<file path="config.mk">
export PLATFORM = sky130hd
export DESIGN_NAME = lc3_writeback_unit_flat
export DESIGN_NICKNAME = d
export VERILOG_FILES = /design/src/rtl/lc3_wb_pkg.sv /design/src/rtl/lc3_writeback_unit_if.sv /design/src/rtl/lc3_regfile_mp.sv /design/src/rtl/lc3_writeback_unit.sv /design/src/flat_wrapper.sv
export SDC_FILE = /design/constraint.sdc
export NUM_CORES = 1
export LEC_CHECK = 0
export ABC_AREA = 1
export ABC_CLOCK_PERIOD_IN_PS = 6050
export CORE_MARGIN = 2
export CORE_UTILIZATION = 50
export CTS_BUF_LIST = sky130_fd_sc_hd__clkbuf_8
export DETAILED_ROUTE_END_ITERATION = 8
export HOLD_SLACK_MARGIN = 0.15
export MAX_ROUTING_LAYER = met4
export PLACE_DENSITY = 0.7
export RECOVER_POWER = 50
export SYNTH_ARGS = -nofsm -noshare
export SYNTH_HDL_FRONTEND = slang
export SYNTH_SLANG_ARGS = --single-unit
</file>
<file path="constraint.sdc">
create_clock -name clk -period 6.05 [get_ports clk]
set_input_delay 1.21 -clock clk [delete_from_list [all_inputs] [get_ports clk]]
set_output_delay 1.21 -clock clk [all_outputs]
set_load 0.05 [all_outputs]
</file>
<file path="src/rtl/lc3_wb_pkg.sv">
// rtl/lc3_wb_pkg.sv - shared select codes, FSM encoding and constants for the LC3 writeback stage
package lc3_wb_pkg;

    localparam logic [2:0] WB_SEL_ALU = 3'h0;
    localparam logic [2:0] WB_SEL_MEM = 3'h1;
    localparam logic [2:0] WB_SEL_PC  = 3'h2;

    localparam logic [2:0] NZP_RST = 3'b010;

    typedef enum logic [1:0] {
        IDLE     = 2'd0,
        WAIT_MEM = 2'd1,
        COMMIT   = 2'd2
    } wb_state_t;

    function automatic logic wb_sel_legal(input logic [2:0] sel);
        return (sel == WB_SEL_ALU) || (sel == WB_SEL_MEM) || (sel == WB_SEL_PC);
    endfunction

endpackage

</file>
<file path="src/rtl/lc3_writeback_unit_if.sv">
// rtl/lc3_writeback_unit_if.sv - retire handshake, operand read ports and status bundle of the writeback stage
interface lc3_writeback_unit_if #(
    parameter int DATA_W   = 16,
    parameter int NUM_REGS = 8,
    parameter int ADDR_W   = $clog2(NUM_REGS),
    parameter int NUM_RD   = 2,
    parameter int CNT_W    = 16
);
    logic                       in_valid;
    logic                       in_ready;
    logic [2:0]                 W_Control;
    logic [ADDR_W-1:0]          dr;
    logic                       reg_we;
    logic                       cc_we;
    logic [DATA_W-1:0]          aluout;
    logic [DATA_W-1:0]          pcout;
    logic [DATA_W-1:0]          memout;
    logic                       mem_valid;
    logic [NUM_RD*ADDR_W-1:0]   rd_addr;
    logic [NUM_RD*DATA_W-1:0]   rd_data;
    logic [2:0]                 nzp;
    logic                       commit_valid;
    logic [CNT_W-1:0]           retire_cnt;
    logic                       err_bad_sel;

    modport slave (
        input  in_valid, W_Control, dr, reg_we, cc_we, aluout, pcout, memout, mem_valid, rd_addr,
        output in_ready, rd_data, nzp, commit_valid, retire_cnt, err_bad_sel
    );

    modport master (
        output in_valid, W_Control, dr, reg_we, cc_we, aluout, pcout, memout, mem_valid, rd_addr,
        input  in_ready, rd_data, nzp, commit_valid, retire_cnt, err_bad_sel
    );
endinterface

</file>
<file path="src/rtl/lc3_regfile_mp.sv">
// rtl/lc3_regfile_mp.sv - register file with one synchronous write port and NUM_RD combinational read ports
module lc3_regfile_mp #(
    parameter int DATA_W   = 16,
    parameter int NUM_REGS = 8,
    parameter int NUM_RD   = 2,
    parameter int ADDR_W   = $clog2(NUM_REGS)
) (
    input  logic                     clk,
    input  logic                     rst,
    input  logic                     i_we,
    input  logic [ADDR_W-1:0]        i_waddr,
    input  logic [DATA_W-1:0]        i_wdata,
    input  logic [NUM_RD*ADDR_W-1:0] i_raddr,
    output logic [NUM_RD*DATA_W-1:0] o_rdata
);
    logic [DATA_W-1:0] r_regs [NUM_REGS];

    // Clear every register on reset, otherwise perform the single write
    always_ff @(posedge clk) begin
        if (rst) begin
            for (int i = 0; i < NUM_REGS; i++) begin
                r_regs[i] <= '0;
            end
        end else if (i_we) begin
            r_regs[i_waddr] <= i_wdata;
        end
    end

    // Independent combinational read ports; any port may alias any other
    always_comb begin
        o_rdata = '0;
        for (int k = 0; k < NUM_RD; k++) begin
            o_rdata[k*DATA_W +: DATA_W] = r_regs[i_raddr[k*ADDR_W +: ADDR_W]];
        end
    end
endmodule

</file>
<file path="src/rtl/lc3_writeback_unit.sv">
// rtl/lc3_writeback_unit.sv - LC3 writeback stage: result select, RF write, NZP update, memory stall; WB_BYPASS_EN enables write-through read forwarding
module lc3_writeback_unit
    import lc3_wb_pkg::*;
#(
    parameter int DATA_W   = 16,
    parameter int NUM_REGS = 8,
    parameter int ADDR_W   = $clog2(NUM_REGS),
    parameter int NUM_RD   = 2,
    parameter int CNT_W    = 16
) (
    input  logic                 clk,
    input  logic                 rst,
    lc3_writeback_unit_if.slave  wb
);
    wb_state_t           r_state;
    wb_state_t           w_state_nxt;
    logic [2:0]          r_sel;
    logic [ADDR_W-1:0]   r_dr;
    logic                r_reg_we;
    logic                r_cc_we;
    logic [DATA_W-1:0]   r_alu;
    logic [DATA_W-1:0]   r_pc;
    logic [DATA_W-1:0]   r_mem;
    logic [2:0]          r_nzp;
    logic [CNT_W-1:0]    r_cnt;
    logic                r_err;

    logic                      w_in_ready;
    logic                      w_accept;
    logic                      w_mem_cap;
    logic                      w_legal;
    logic                      w_commit;
    logic                      w_rf_we;
    logic [DATA_W-1:0]         w_result;
    logic [NUM_RD*DATA_W-1:0]  w_rf_rdata;
    logic [NUM_RD*DATA_W-1:0]  w_rd_data;

    assign w_in_ready = (r_state == IDLE) || (r_state == COMMIT);
    assign w_accept   = wb.in_valid && w_in_ready;
    assign w_commit   = (r_state == COMMIT);
    assign w_legal    = wb_sel_legal(r_sel);
    assign w_rf_we    = w_commit && r_reg_we && w_legal;

    // Memory data is latched either alongside the accept or on the first mem_valid while stalled
    assign w_mem_cap  = (w_accept && (wb.W_Control == WB_SEL_MEM) && wb.mem_valid) ||
                        ((r_state == WAIT_MEM) && wb.mem_valid);

    // Select the retiring result from the captured sources
    always_comb begin
        w_result = '0;
        case (r_sel)
            WB_SEL_ALU: w_result = r_alu;
            WB_SEL_MEM: w_result = r_mem;
            WB_SEL_PC:  w_result = r_pc;
            default:    w_result = '0;
        endcase
    end

    // Next-state logic: an accept in IDLE or COMMIT either stalls for memory or goes straight to COMMIT
    always_comb begin
        w_state_nxt = r_state;
        case (r_state)
            IDLE, COMMIT: begin
                if (w_accept) begin
                    if ((wb.W_Control == WB_SEL_MEM) && !wb.mem_valid) begin
                        w_state_nxt = WAIT_MEM;
                    end else begin
                        w_state_nxt = COMMIT;
                    end
                end else begin
                    w_state_nxt = IDLE;
                end
            end
            WAIT_MEM: begin
                if (wb.mem_valid) begin
                    w_state_nxt = COMMIT;
                end
            end
            default: w_state_nxt = IDLE;
        endcase
    end

    // State register; reset drops any in-flight instruction
    always_ff @(posedge clk) begin
        if (rst) begin
            r_state <= IDLE;
        end else begin
            r_state <= w_state_nxt;
        end
    end

    // Capture the retiring instruction's fields on accept and memory data when it arrives
    always_ff @(posedge clk) begin
        if (rst) begin
            r_sel    <= WB_SEL_ALU;
            r_dr     <= '0;
            r_reg_we <= 1'b0;
            r_cc_we  <= 1'b0;
            r_alu    <= '0;
            r_pc     <= '0;
            r_mem    <= '0;
        end else begin
            if (w_accept) begin
                r_sel    <= wb.W_Control;
                r_dr     <= wb.dr;
                r_reg_we <= wb.reg_we;
                r_cc_we  <= wb.cc_we;
                r_alu    <= wb.aluout;
                r_pc     <= wb.pcout;
            end
            if (w_mem_cap) begin
                r_mem <= wb.memout;
            end
        end
    end

    // Condition codes, retire counter and sticky illegal-select flag
    always_ff @(posedge clk) begin
        if (rst) begin
            r_nzp <= NZP_RST;
            r_cnt <= '0;
            r_err <= 1'b0;
        end else begin
            if (w_commit && r_cc_we && w_legal) begin
                r_nzp <= {w_result[DATA_W-1],
                          (w_result == '0),
                          !w_result[DATA_W-1] && (w_result != '0)};
            end
            if (w_commit) begin
                r_cnt <= r_cnt + 1'b1;
            end
            if (w_accept && !wb_sel_legal(wb.W_Control)) begin
                r_err <= 1'b1;
            end
        end
    end

    lc3_regfile_mp #(
        .DATA_W   (DATA_W),
        .NUM_REGS (NUM_REGS),
        .NUM_RD   (NUM_RD),
        .ADDR_W   (ADDR_W)
    ) u_regfile (
        .clk     (clk),
        .rst     (rst),
        .i_we    (w_rf_we),
        .i_waddr (r_dr),
        .i_wdata (w_result),
        .i_raddr (wb.rd_addr),
        .o_rdata (w_rf_rdata)
    );

    // Read ports: optionally forward the committing value to ports addressing the destination
    always_comb begin
        w_rd_data = w_rf_rdata;
`ifdef WB_BYPASS_EN
        for (int k = 0; k < NUM_RD; k++) begin
            if (w_rf_we && (wb.rd_addr[k*ADDR_W +: ADDR_W] == r_dr)) begin
                w_rd_data[k*DATA_W +: DATA_W] = w_result;
            end
        end
`endif
    end

    assign wb.in_ready     = w_in_ready;
    assign wb.rd_data      = w_rd_data;
    assign wb.nzp          = r_nzp;
    assign wb.commit_valid = w_commit;
    assign wb.retire_cnt   = r_cnt;
    assign wb.err_bad_sel  = r_err;
endmodule

</file>
<file path="src/flat_wrapper.sv">
// flat-port wrapper written by rule: the top's interface ports become plain ports
module lc3_writeback_unit_flat import lc3_wb_pkg::*;
#(
    parameter int DATA_W   = 16,
    parameter int NUM_REGS = 8,
    parameter int ADDR_W   = $clog2(NUM_REGS),
    parameter int NUM_RD   = 2,
    parameter int CNT_W    = 16
)
  (clk, rst, wb_in_valid, wb_W_Control, wb_dr, wb_reg_we, wb_cc_we, wb_aluout, wb_pcout, wb_memout, wb_mem_valid, wb_rd_addr, wb_in_ready, wb_rd_data, wb_nzp, wb_commit_valid, wb_retire_cnt, wb_err_bad_sel);
  lc3_writeback_unit_if #(.DATA_W(DATA_W), .NUM_REGS(NUM_REGS), .ADDR_W(ADDR_W), .NUM_RD(NUM_RD), .CNT_W(CNT_W)) wb_i ();
  input  logic clk;
  input  logic rst;
  input wire logic [$bits(wb_i.in_valid)-1:0] wb_in_valid;
  input wire logic [$bits(wb_i.W_Control)-1:0] wb_W_Control;
  input wire logic [$bits(wb_i.dr)-1:0] wb_dr;
  input wire logic [$bits(wb_i.reg_we)-1:0] wb_reg_we;
  input wire logic [$bits(wb_i.cc_we)-1:0] wb_cc_we;
  input wire logic [$bits(wb_i.aluout)-1:0] wb_aluout;
  input wire logic [$bits(wb_i.pcout)-1:0] wb_pcout;
  input wire logic [$bits(wb_i.memout)-1:0] wb_memout;
  input wire logic [$bits(wb_i.mem_valid)-1:0] wb_mem_valid;
  input wire logic [$bits(wb_i.rd_addr)-1:0] wb_rd_addr;
  output wire logic [$bits(wb_i.in_ready)-1:0] wb_in_ready;
  output wire logic [$bits(wb_i.rd_data)-1:0] wb_rd_data;
  output wire logic [$bits(wb_i.nzp)-1:0] wb_nzp;
  output wire logic [$bits(wb_i.commit_valid)-1:0] wb_commit_valid;
  output wire logic [$bits(wb_i.retire_cnt)-1:0] wb_retire_cnt;
  output wire logic [$bits(wb_i.err_bad_sel)-1:0] wb_err_bad_sel;
  assign wb_i.in_valid = wb_in_valid;
  assign wb_i.W_Control = wb_W_Control;
  assign wb_i.dr = wb_dr;
  assign wb_i.reg_we = wb_reg_we;
  assign wb_i.cc_we = wb_cc_we;
  assign wb_i.aluout = wb_aluout;
  assign wb_i.pcout = wb_pcout;
  assign wb_i.memout = wb_memout;
  assign wb_i.mem_valid = wb_mem_valid;
  assign wb_i.rd_addr = wb_rd_addr;
  assign wb_in_ready = wb_i.in_ready;
  assign wb_rd_data = wb_i.rd_data;
  assign wb_nzp = wb_i.nzp;
  assign wb_commit_valid = wb_i.commit_valid;
  assign wb_retire_cnt = wb_i.retire_cnt;
  assign wb_err_bad_sel = wb_i.err_bad_sel;
  lc3_writeback_unit #(.DATA_W(DATA_W), .NUM_REGS(NUM_REGS), .ADDR_W(ADDR_W), .NUM_RD(NUM_RD), .CNT_W(CNT_W)) u_core (.clk(clk), .rst(rst), .wb(wb_i));
endmodule
</file>
# [Yosys cells after proc, flatten, opt, wreduce, memory -nomap -nowiden]
# Memories as Yosys holds them, arrays and structs flattened.
# Cells that the tools add are included.
[totals] reg_bits=78 mem_bits_rw=128 input_bits=66 out_inout_bits=54 elab_cells=60 mem_count=1
[classes] add_sub_neg=1 eq_ne=7 mux=13 n_reduce_logical=27
[mem_list] memory="u_core.u_regfile.r_regs" words=8 width=16 rd=2 rd_clocked_by_memory_dff=0 write_ports=8 line_no="lc3_regfile_mp.sv:16" rtl="logic [DATA_W-1:0] r_regs [NUM_REGS];"
[ops] op="16-bit one-hot mux with 3 select lines" n=1
[ops] op="16-bit by 1-bit adder with 16-bit output, second input constant" n=1
[ops] op="16-bit zero test" n=1
[ops] op="16-bit two-way mux" n=1
[ops] op="16-bit nonzero test" n=1
[ops] op="16-bit OR reduction" n=1
[ops] op="1-bit logical AND" n=11
[ops] op="3-bit by 1-bit == test with 1-bit output, second input constant" n=2
[ops] op="3-bit by 2-bit == test with 1-bit output, second input constant" n=2
[ops] op="3-bit zero test" n=2
[ops] op="1-bit logical OR" n=6
[ops] op="1-bit two-way mux" n=6
[ops] op="2-bit two-way mux" n=3
[ops] op="2-bit one-hot mux with 2 select lines" n=1
[ops] op="1-bit zero test" n=3
[ops] op="3-bit two-way mux" n=1
[ops] op="2-bit by 1-bit == test with 1-bit output, second input constant" n=1
[ops] op="2-bit == test, second input constant" n=1
[ops] op="2-bit zero test" n=1
[ops] op="2-bit inequality test, second input constant" n=1
[ops] op="2-bit OR reduction" n=1

# [Logic depth before layout (Yosys ltp)]
# Gate-level depths: netlist of run 1.
[depth] word_depth=9 mapped_depth=11 ltp_nobuf=11

# [By module]
# A second synthesis of run 1 with hierarchy kept.
[hier_totals] hier_cells=1496 area_unflattened_um2=10850.4
[modules_own_cells] mod="lc3_regfile_mp" n_inst=1 cells_each=1032 area_each_um2=7532.2 seq_area_each_um2=3843.7
[modules_own_cells] mod="lc3_writeback_unit" n_inst=1 cells_each=464 area_each_um2=3318.2 seq_area_each_um2=1561.5

# [Worst setup path before layout of run 1]
# No wires, ideal clock.
[synth_path] path_type="input -> output" from="input port wb_rd_addr[4]" to="output port wb_rd_data[17]" t_arrival_ns=2.812 required_ns=4.840 slack_ns=2.028 path_stages=6 n_path_buf=2 path_cell_list="clkbuf_1 > clkbuf_1 > o21ai_0 > o21ai_0 > nor2_1 > a31oi_1"
[synth_via] elab_chain_cells=1
[synth_rtl] item="start, declared" line_no="flat_wrapper.sv:23" rtl="input wire logic [$bits(wb_i.rd_addr)-1:0] wb_rd_addr;"
[synth_rtl] item="memory read 8 x 16 bit"
[synth_rtl] item="end, declared" line_no="flat_wrapper.sv:25" rtl="output wire logic [$bits(wb_i.rd_data)-1:0] wb_rd_data;"
# No other way between the ends.

# [Worst setup path after layout of run 1]
[layout_path] from="input port wb_rd_addr[3]" to="output port wb_rd_data[20]"
# Same word-level chain as after synthesis.

==> results of run 1 <==
registers in the layout, summed over array words and instances, names as in the netlist:
signal and flops:
u_core.r_alu 16, u_core.r_pc 16, u_core.r_reg_we 1, u_core.r_mem 16, u_core.wb.retire_cnt 16, u_core.u_regfile.r_regs 128, u_core.r_sel 3, u_core.r_dr 3
u_core.wb.err_bad_sel 1, u_core.r_cc_we 1, u_core.wb.nzp 3, u_core.r_state 2
cells in the mapped netlist:
library cell | n | area (sq um)
nor2_1 | 320 | 1200
o21ai_0 | 176 | 881
edfxtp_1 | 128 | 3840
inv_1 | 89 | 334
a21oi_1 | 85 | 425
nand2_1 | 80 | 300
dfxtp_1 | 78 | 1560
nand3_1 | 55 | 275
clkbuf_1 | 47 | 176
a31oi_1 | 34 | 213
o211ai_1 | 32 | 240
buf_2 | 16 | 80.1
buf_1 | 14 | 52.6
nand4_1 | 14 | 87.6
o21ai_1 | 13 | 65.1
nand2_2 | 11 | 68.8
nor2_2 | 5 | 31.3
nor3_1 | 5 | 25.0
inv_2 | 3 | 11.3
o21a_1 | 3 | 22.5
buf_4 | 2 | 15.0
buf_6 | 2 | 22.5
xor2_1 | 2 | 17.5
a21o_1 | 1 | 7.51
a21oi_2 | 1 | 8.76
clkinv_1 | 1 | 3.75
ha_1 | 1 | 12.5
inv_4 | 1 | 6.26
nand3b_1 | 1 | 7.51
nor3_2 | 1 | 10.0
nor3_4 | 1 | 16.3
or3b_1 | 1 | 8.76
xnor2_1 | 1 | 8.76
kinds of logic after synthesis:
kind of cell | share of synthesized area
flops | 0.538
compound gates | 0.186
buf+inv | 0.0699
simple gates | 0.202
fa+ha+maj | 0.00125
xor+xnor | 0.00262
worst min-delay path, delay by kind of cell (launching register included):
| kind | cells | cell delay, ps |
|---|---|---|
| flip-flops | 1 | 300 |
| AND/OR/NAND/NOR | 1 | 60 |
| AO/OA/AOI/OAI | 1 | 60 |
power by group:
part | switching (mW) | leakage [nW] | internal, mW
logic | 0.326 | 2.11 | 0.153
registers | 0.0315 | 1.98 | 1.54
clock network | 0.555 | 0.397 | 0.616
through the flow:
| stage | setup WS, ps | cells | power (mW) | cell area [sq um] |
|---|---|---|---|---|
| detailed placement | 1160 | 1536 | 2.08 | 11300 |
| finish | 1100 | 1599 | 3.22 | 11900 |
| CTS | 1160 | 1598 | 3.23 | 11900 |
| global placement | 1220 | 1536 | 2.07 | 11300 |
| floorplan | 2030 | 1224 | 1.90 | 10000 |
| global route | 965 | 1599 | 3.34 | 11900 |
worst paths after layout:
check	from	to	depth (start not counted)
min	u_core.wb.nzp[0]	u_core.wb.nzp[0]	2
max reg2reg	u_core.r_state[1]	u_core.u_regfile.r_regs[3][7]	6
max	wb_rd_addr[3]	wb_rd_data[20]	7
min reg2reg	u_core.wb.nzp[0]	u_core.wb.nzp[0]	2
area by class of cell:
class	instances	area [sq um]
Fill cell	1801	7690
Antenna cell	1	2.50
Timing Repair Buffer	128	1250
Sequential cell	206	5410
Clock inverter	21	83.8
Clock buffer	41	564
Tap cell	265	332
Inverter	94	355
Multi-Input combinational cell	843	3900
routing by layer:
| layer | track usage | part of all wire |
|---|---|---|
| met4 | 0.0946 | 0.025 |
| met3 | 0.0408 | 0.070 |
| met5 | - | 0 |
| met2 | 0.441 | 0.49 |
| met1 | 0.329 | 0.42 |
placed cells by master, fill, tap and decap left out, drive strengths merged:
master         instances
dfxtp                 78
diode                  1
o21ai                189
xor2                   2
o21a                   3
nand3                 55
or3b                   1
clkbuf                41
a21o                   1
ha                     1
clkinv                 6
edfxtp               128
dlygate4sd3            6
inv                  109
nand3b                 1
o211ai                32
nand2                 91
nor2                 325
clkdlybuf4s50        109
a31oi                 34
buf                   13
nand4                 14
nor3                   7
a21oi                 86
xnor2                  1
==> flow_metrics.tcl, run 1 <==
set metrics [dict create \
    drt.antenna.violating_nets 0 \
    finalSetupTns_ps 0 \
    layout_min_cycle_time_ps 4950 \
    final_core_utilization 0.607 \
    yosys_register_bits 206 \
    die_h_um 146 \
    first_global_vias 8557 \
    max_stage_delay_ps 850 \
    cts_htree_levels 2 \
    power_per_cell_area_nw_per_um2 271 \
    first_pass_grt_wire_length_mm 43.7 \
    synth.distinct_cells 33 \
    timing.critical_path.cells "buf_2, buf_4, o21ai_0, o21ai_0, nor2_1, a31oi_1, clkdlybuf4s50_1" \
    drt_iter0_drc 664 \
    postCtsResizedCells 0 \
    post_cts_hold_buffer_count 0 \
    vdd_drop_max_uv 158 \
    cp.buffers_inverters 3 \
    worst_hold_slack_ps 465 \
    crit_fanout 43 \
    fraction_of_layout_instances_using_a_drive_strength_above_1 0.0495 \
    gr-total-overflow 0 \
    seq_area_frac_synth 0.538 \
    cts_setup_buffers 0 \
    synth.net_count 1291 \
    cts.sink_count 206 \
    clock_path_buffers 3 \
    areaGrowthSynthToFinish_pct 18.5 \
    synthesis.area_per_instance_sq_um 8.20 \
    initial_utilization 0.513 \
    worst-endpoint-arrival_ps 3740 \
    synth.cell_area_sq_um 10000 \
    placement_rows 51 \
    timing.slew.headroom 0.196 \
    finalHoldViolCount 0 \
    worst_setup_hold_path_clk_slew_ps 60 \
    critPathCaptureType "output port" \
    dpl.hpwl_mm 18.3 \
    max_clock_freq_mhz 202 \
    detail_route.wirelength_mm 27.4 \
    avgRoutedWirePerCell_um 17.1 \
    gr-usage-all-layers 0.265 \
    finalNetCount 1376 \
    coreArea_sq_um 19600 \
    min-delay-path-class "reg -> reg" \
    critPathTopFamily "buffers and inverters" \
    detailed_router_iteration_count_before_antenna_repair 7 \
    p_leak_nw 4.48 \
    numCtsBuffers 36 \
    cap_viol_max_count 0 \
    antenna_found_initial 1 \
    yosys_warnings 0 \
    floorplan.die.width_um 146 \
    reg2reg_setup_slack_ps 2800 \
    rsz_0062_raised_after_global_routing "false" \
    via_per_inst 5.60 \
    place.gp.congestion 0.901 \
    vias_post_dr 8959 \
    io_pins 120 \
    post-route-period-util 0.819 \
    timing.clock.skew_ps 19.4 \
    worstSkewPairLatency_ps 520 \
    final_count_of_negative_setup_slack_endpoints 0 \
    worstPathRequired_ps 4840 \
    critical-path-slowest-cell "clkdlybuf4s50_1" \
    fp.dieArea_sq_um 21200 \
    remaining_design_rule_violation_count 0 \
    netlist_instances 1224 \
    tightest_slew_ps 1200 \
    critPathMostFrequentCell "o21ai_0" \
    tritoncts_clock_tree "yes" \
    crit_type "in -> out" \
    maximum_number_of_pins_on_one_net_before_global_route_repair 77 \
    root_cell_of_the_clock_tree "clkbuf_8" \
    maxSlewViolCount 0 \
    io_buffer_count 119 \
    outcome "finished, final reports clean" \
    worst_setup_start_kind "input port" \
]
Note: power is estimated with default switching activity, not from simulation.
==> inputs of run 2 (changes only) <==
--- a/config.mk
+++ b/config.mk
@@ -6,7 +6,7 @@
 export NUM_CORES = 1
 export LEC_CHECK = 0
 export ABC_AREA = 1
-export ABC_CLOCK_PERIOD_IN_PS = 6050
+export ABC_CLOCK_PERIOD_IN_PS = 5190
 export CORE_MARGIN = 2
 export CORE_UTILIZATION = 50
 export CTS_BUF_LIST = sky130_fd_sc_hd__clkbuf_8
==> constraint.sdc (replaced) <==
create_clock -name clk -period 5.19 [get_ports clk]
set_input_delay 1.038 -clock clk [delete_from_list [all_inputs] [get_ports clk]]
set_output_delay 1.038 -clock clk [all_outputs]
set_load 0.05 [all_outputs]
==> flow_metrics.tcl, run 2 (synthesized netlist as in run 1, its figures left out) <==
set metrics [dict create \
    post_cts_hold_buffer_count 0 \
    final_count_of_negative_setup_slack_endpoints 0 \
    clock_path_buffers 3 \
    worstPathRequired_ps 5590 \
    gr-total-overflow 0 \
    largest_register_ffs 128 \
    layout_min_cycle_time_ps 4530 \
    timing.clock.skew_ps 8.35 \
    placement_rows 51 \
    coreArea_sq_um 19600 \
    finalNetCount 1382 \
    post-route-period-util 0.873 \
    dpl.hpwl_mm 18.2 \
    areaGrowthSynthToFinish_pct 19.0 \
    io_pins 120 \
    cts.sink_count 206 \
    crit-reg2reg-capture "u_core.r_mem[2]" \
    top_reg_by_flops "u_core.u_regfile.r_regs" \
    finalSetupTns_ps 0 \
    worst_setup_start_kind "input port" \
    critPathMostFrequentCell "nor2_1" \
    cts_setup_buffers 0 \
    via_per_inst 5.59 \
    reg2reg_setup_slack_ps 1330 \
    rsz_0062_raised_after_global_routing "false" \
    power_per_cell_area_nw_per_um2 321 \
    drt_iter0_drc 815 \
    regToRegStartpoint "u_core.r_state[0]" \
    p_leak_nw 4.49 \
    gr-usage-all-layers 0.263 \
    mostFrequentLayoutCell "nor2_1" \
    worst_setup_hold_path_clk_slew_ps 60 \
    outcome "complete, but fails checks" \
    vdd_drop_max_uv 192 \
    timing.slew.headroom -0.471 \
    drt.antenna.violating_nets 0 \
    failing_checks "capacitance limit, slew limit" \
    fp.dieArea_sq_um 21200 \
    avgRoutedWirePerCell_um 16.8 \
    placedCellCount 1543 \
    die_h_um 146 \
    io_buffer_count 119 \
    layout.cells.non_filler 1605 \
    critPathCaptureType "flip-flop" \
    detail_route.wirelength_mm 27.0 \
    root_cell_of_the_clock_tree "clkbuf_8" \
    worstSkewPairLatency_ps 510 \
    antenna_found_initial 1 \
    vias_post_dr 8970 \
    detailed_router_iteration_count_before_antenna_repair 5 \
    final_core_utilization 0.610 \
    max_clock_freq_mhz 221 \
    postCtsResizedCells 0 \
    place.gp.congestion 0.838 \
    fraction_of_layout_instances_using_a_drive_strength_above_1 0.0530 \
    maxSlewViolCount 65 \
    first_pass_grt_wire_length_mm 43.7 \
    remaining_design_rule_violation_count 0 \
    crit_type "in -> reg" \
    max_stage_delay_ps 1670 \
    floorplan.die.width_um 146 \
    final_cell_mix "324 x nor2_1, 177 x o21ai_0, 128 x edfxtp_1, 110 x clkdlybuf4s50_1, 103 x inv_1" \
    maximum_number_of_pins_on_one_net_before_global_route_repair 73 \
    min-delay-path-class "reg -> reg" \
    numCtsBuffers 35 \
    crit_path_end "u_core.r_mem[2]" \
    crit_fanout 46 \
    r2r.worst_path.cells 9 \
    worst-endpoint-arrival_ps 4930 \
    tightest_slew_ps 2190 \
    cap_viol_max_count 2 \
    critical-path-slowest-cell "nor3_1" \
    tritoncts_clock_tree "yes" \
    finalHoldViolCount 0 \
    critical_path.startpoint "wb_in_valid" \
    first_global_vias 8640 \
    timing.critical_path.cells "dlygate4sd3_1, nand2_2, clkbuf_1, nand2_1, inv_1, nor3_1, inv_4, nor2_1, nor2_1" \
    cts_htree_levels 2 \
    initial_utilization 0.513 \
]
==> run 2: changes by cell type in the layout (fill, tap and decap cells not counted), sizes merged <==
cell           before  now
buf                13   18
inv               109  105
bufinv              0    3
clkbuf             41   38
clkinv              6    9
clkinvlp            0    2
clkdlybuf4s50     109  110
dlygate4sd3         6    5
==> run 2: layout make-up <==
type | count | area, sq um
Clock buffer | 36 | 495
Tap cell | 265 | 332
Timing Repair Buffer | 135 | 1280
Clock inverter | 25 | 185
Antenna cell | 1 | 2.50
Multi-Input combinational cell | 843 | 3890
Inverter | 94 | 355
Sequential cell | 206 | 5410
Fill cell | 1778 | 7640
==> run 2: power breakdown <==
part	internal [mW]	switching (mW)	total, mW
logic	0.180	0.379	0.559
registers	1.80	0.0359	1.83
clock network	0.796	0.651	1.45
total	2.77	1.07	3.84
==> run 2: worst max-delay path, delay by kind of cell <==
family	cells	cell delay [ps]
buffers and inverters	4	1510
AND/OR/NAND/NOR	5	2370
==> run 2: metrics by stage <==
step | setup WS (ps) | cell area, sq um | power [mW] | hold slack, ps
after global placement | 782 | 11300 | 2.42 | 460
after detailed placement | 727 | 11300 | 2.43 | 459
after global routing | 419 | 12000 | 3.99 | 501
after CTS | 736 | 12000 | 3.85 | 472
after floorplan | 1510 | 10000 | 2.22 | 456
final | 657 | 12000 | 3.84 | 469
==> run 2: routing by layer <==
| metal | wire (um) | part of all wire | global-route usage | up-vias |
|---|---|---|---|---|
| met5 | 0 | 0 | - | - |
| met4 | 924 | 0.034 | 0.0985 | 0 |
| met3 | 1850 | 0.068 | 0.0426 | 77 |
| met2 | 12900 | 0.48 | 0.427 | 352 |
| met1 | 11400 | 0.42 | 0.333 | 4184 |
| li1 | - | - | - | 4357 |
==> run 2: how the worst min path moves through the flow <==
stage                     start                to  slack (ps)  depth (start not counted)
5_1_grt         u_core.r_pc[12]   u_core.r_pc[12]         500                          2
3_3_place_gp   u_core.wb.nzp[0]  u_core.wb.nzp[0]         460                          2
2_1_floorplan   u_core.r_reg_we   u_core.r_reg_we         460                          2
3_5_place_dp   u_core.wb.nzp[0]  u_core.wb.nzp[0]         460                          2
4_1_cts        u_core.wb.nzp[0]  u_core.wb.nzp[0]         470                          2
6_report       u_core.wb.nzp[0]  u_core.wb.nzp[0]         470                          2
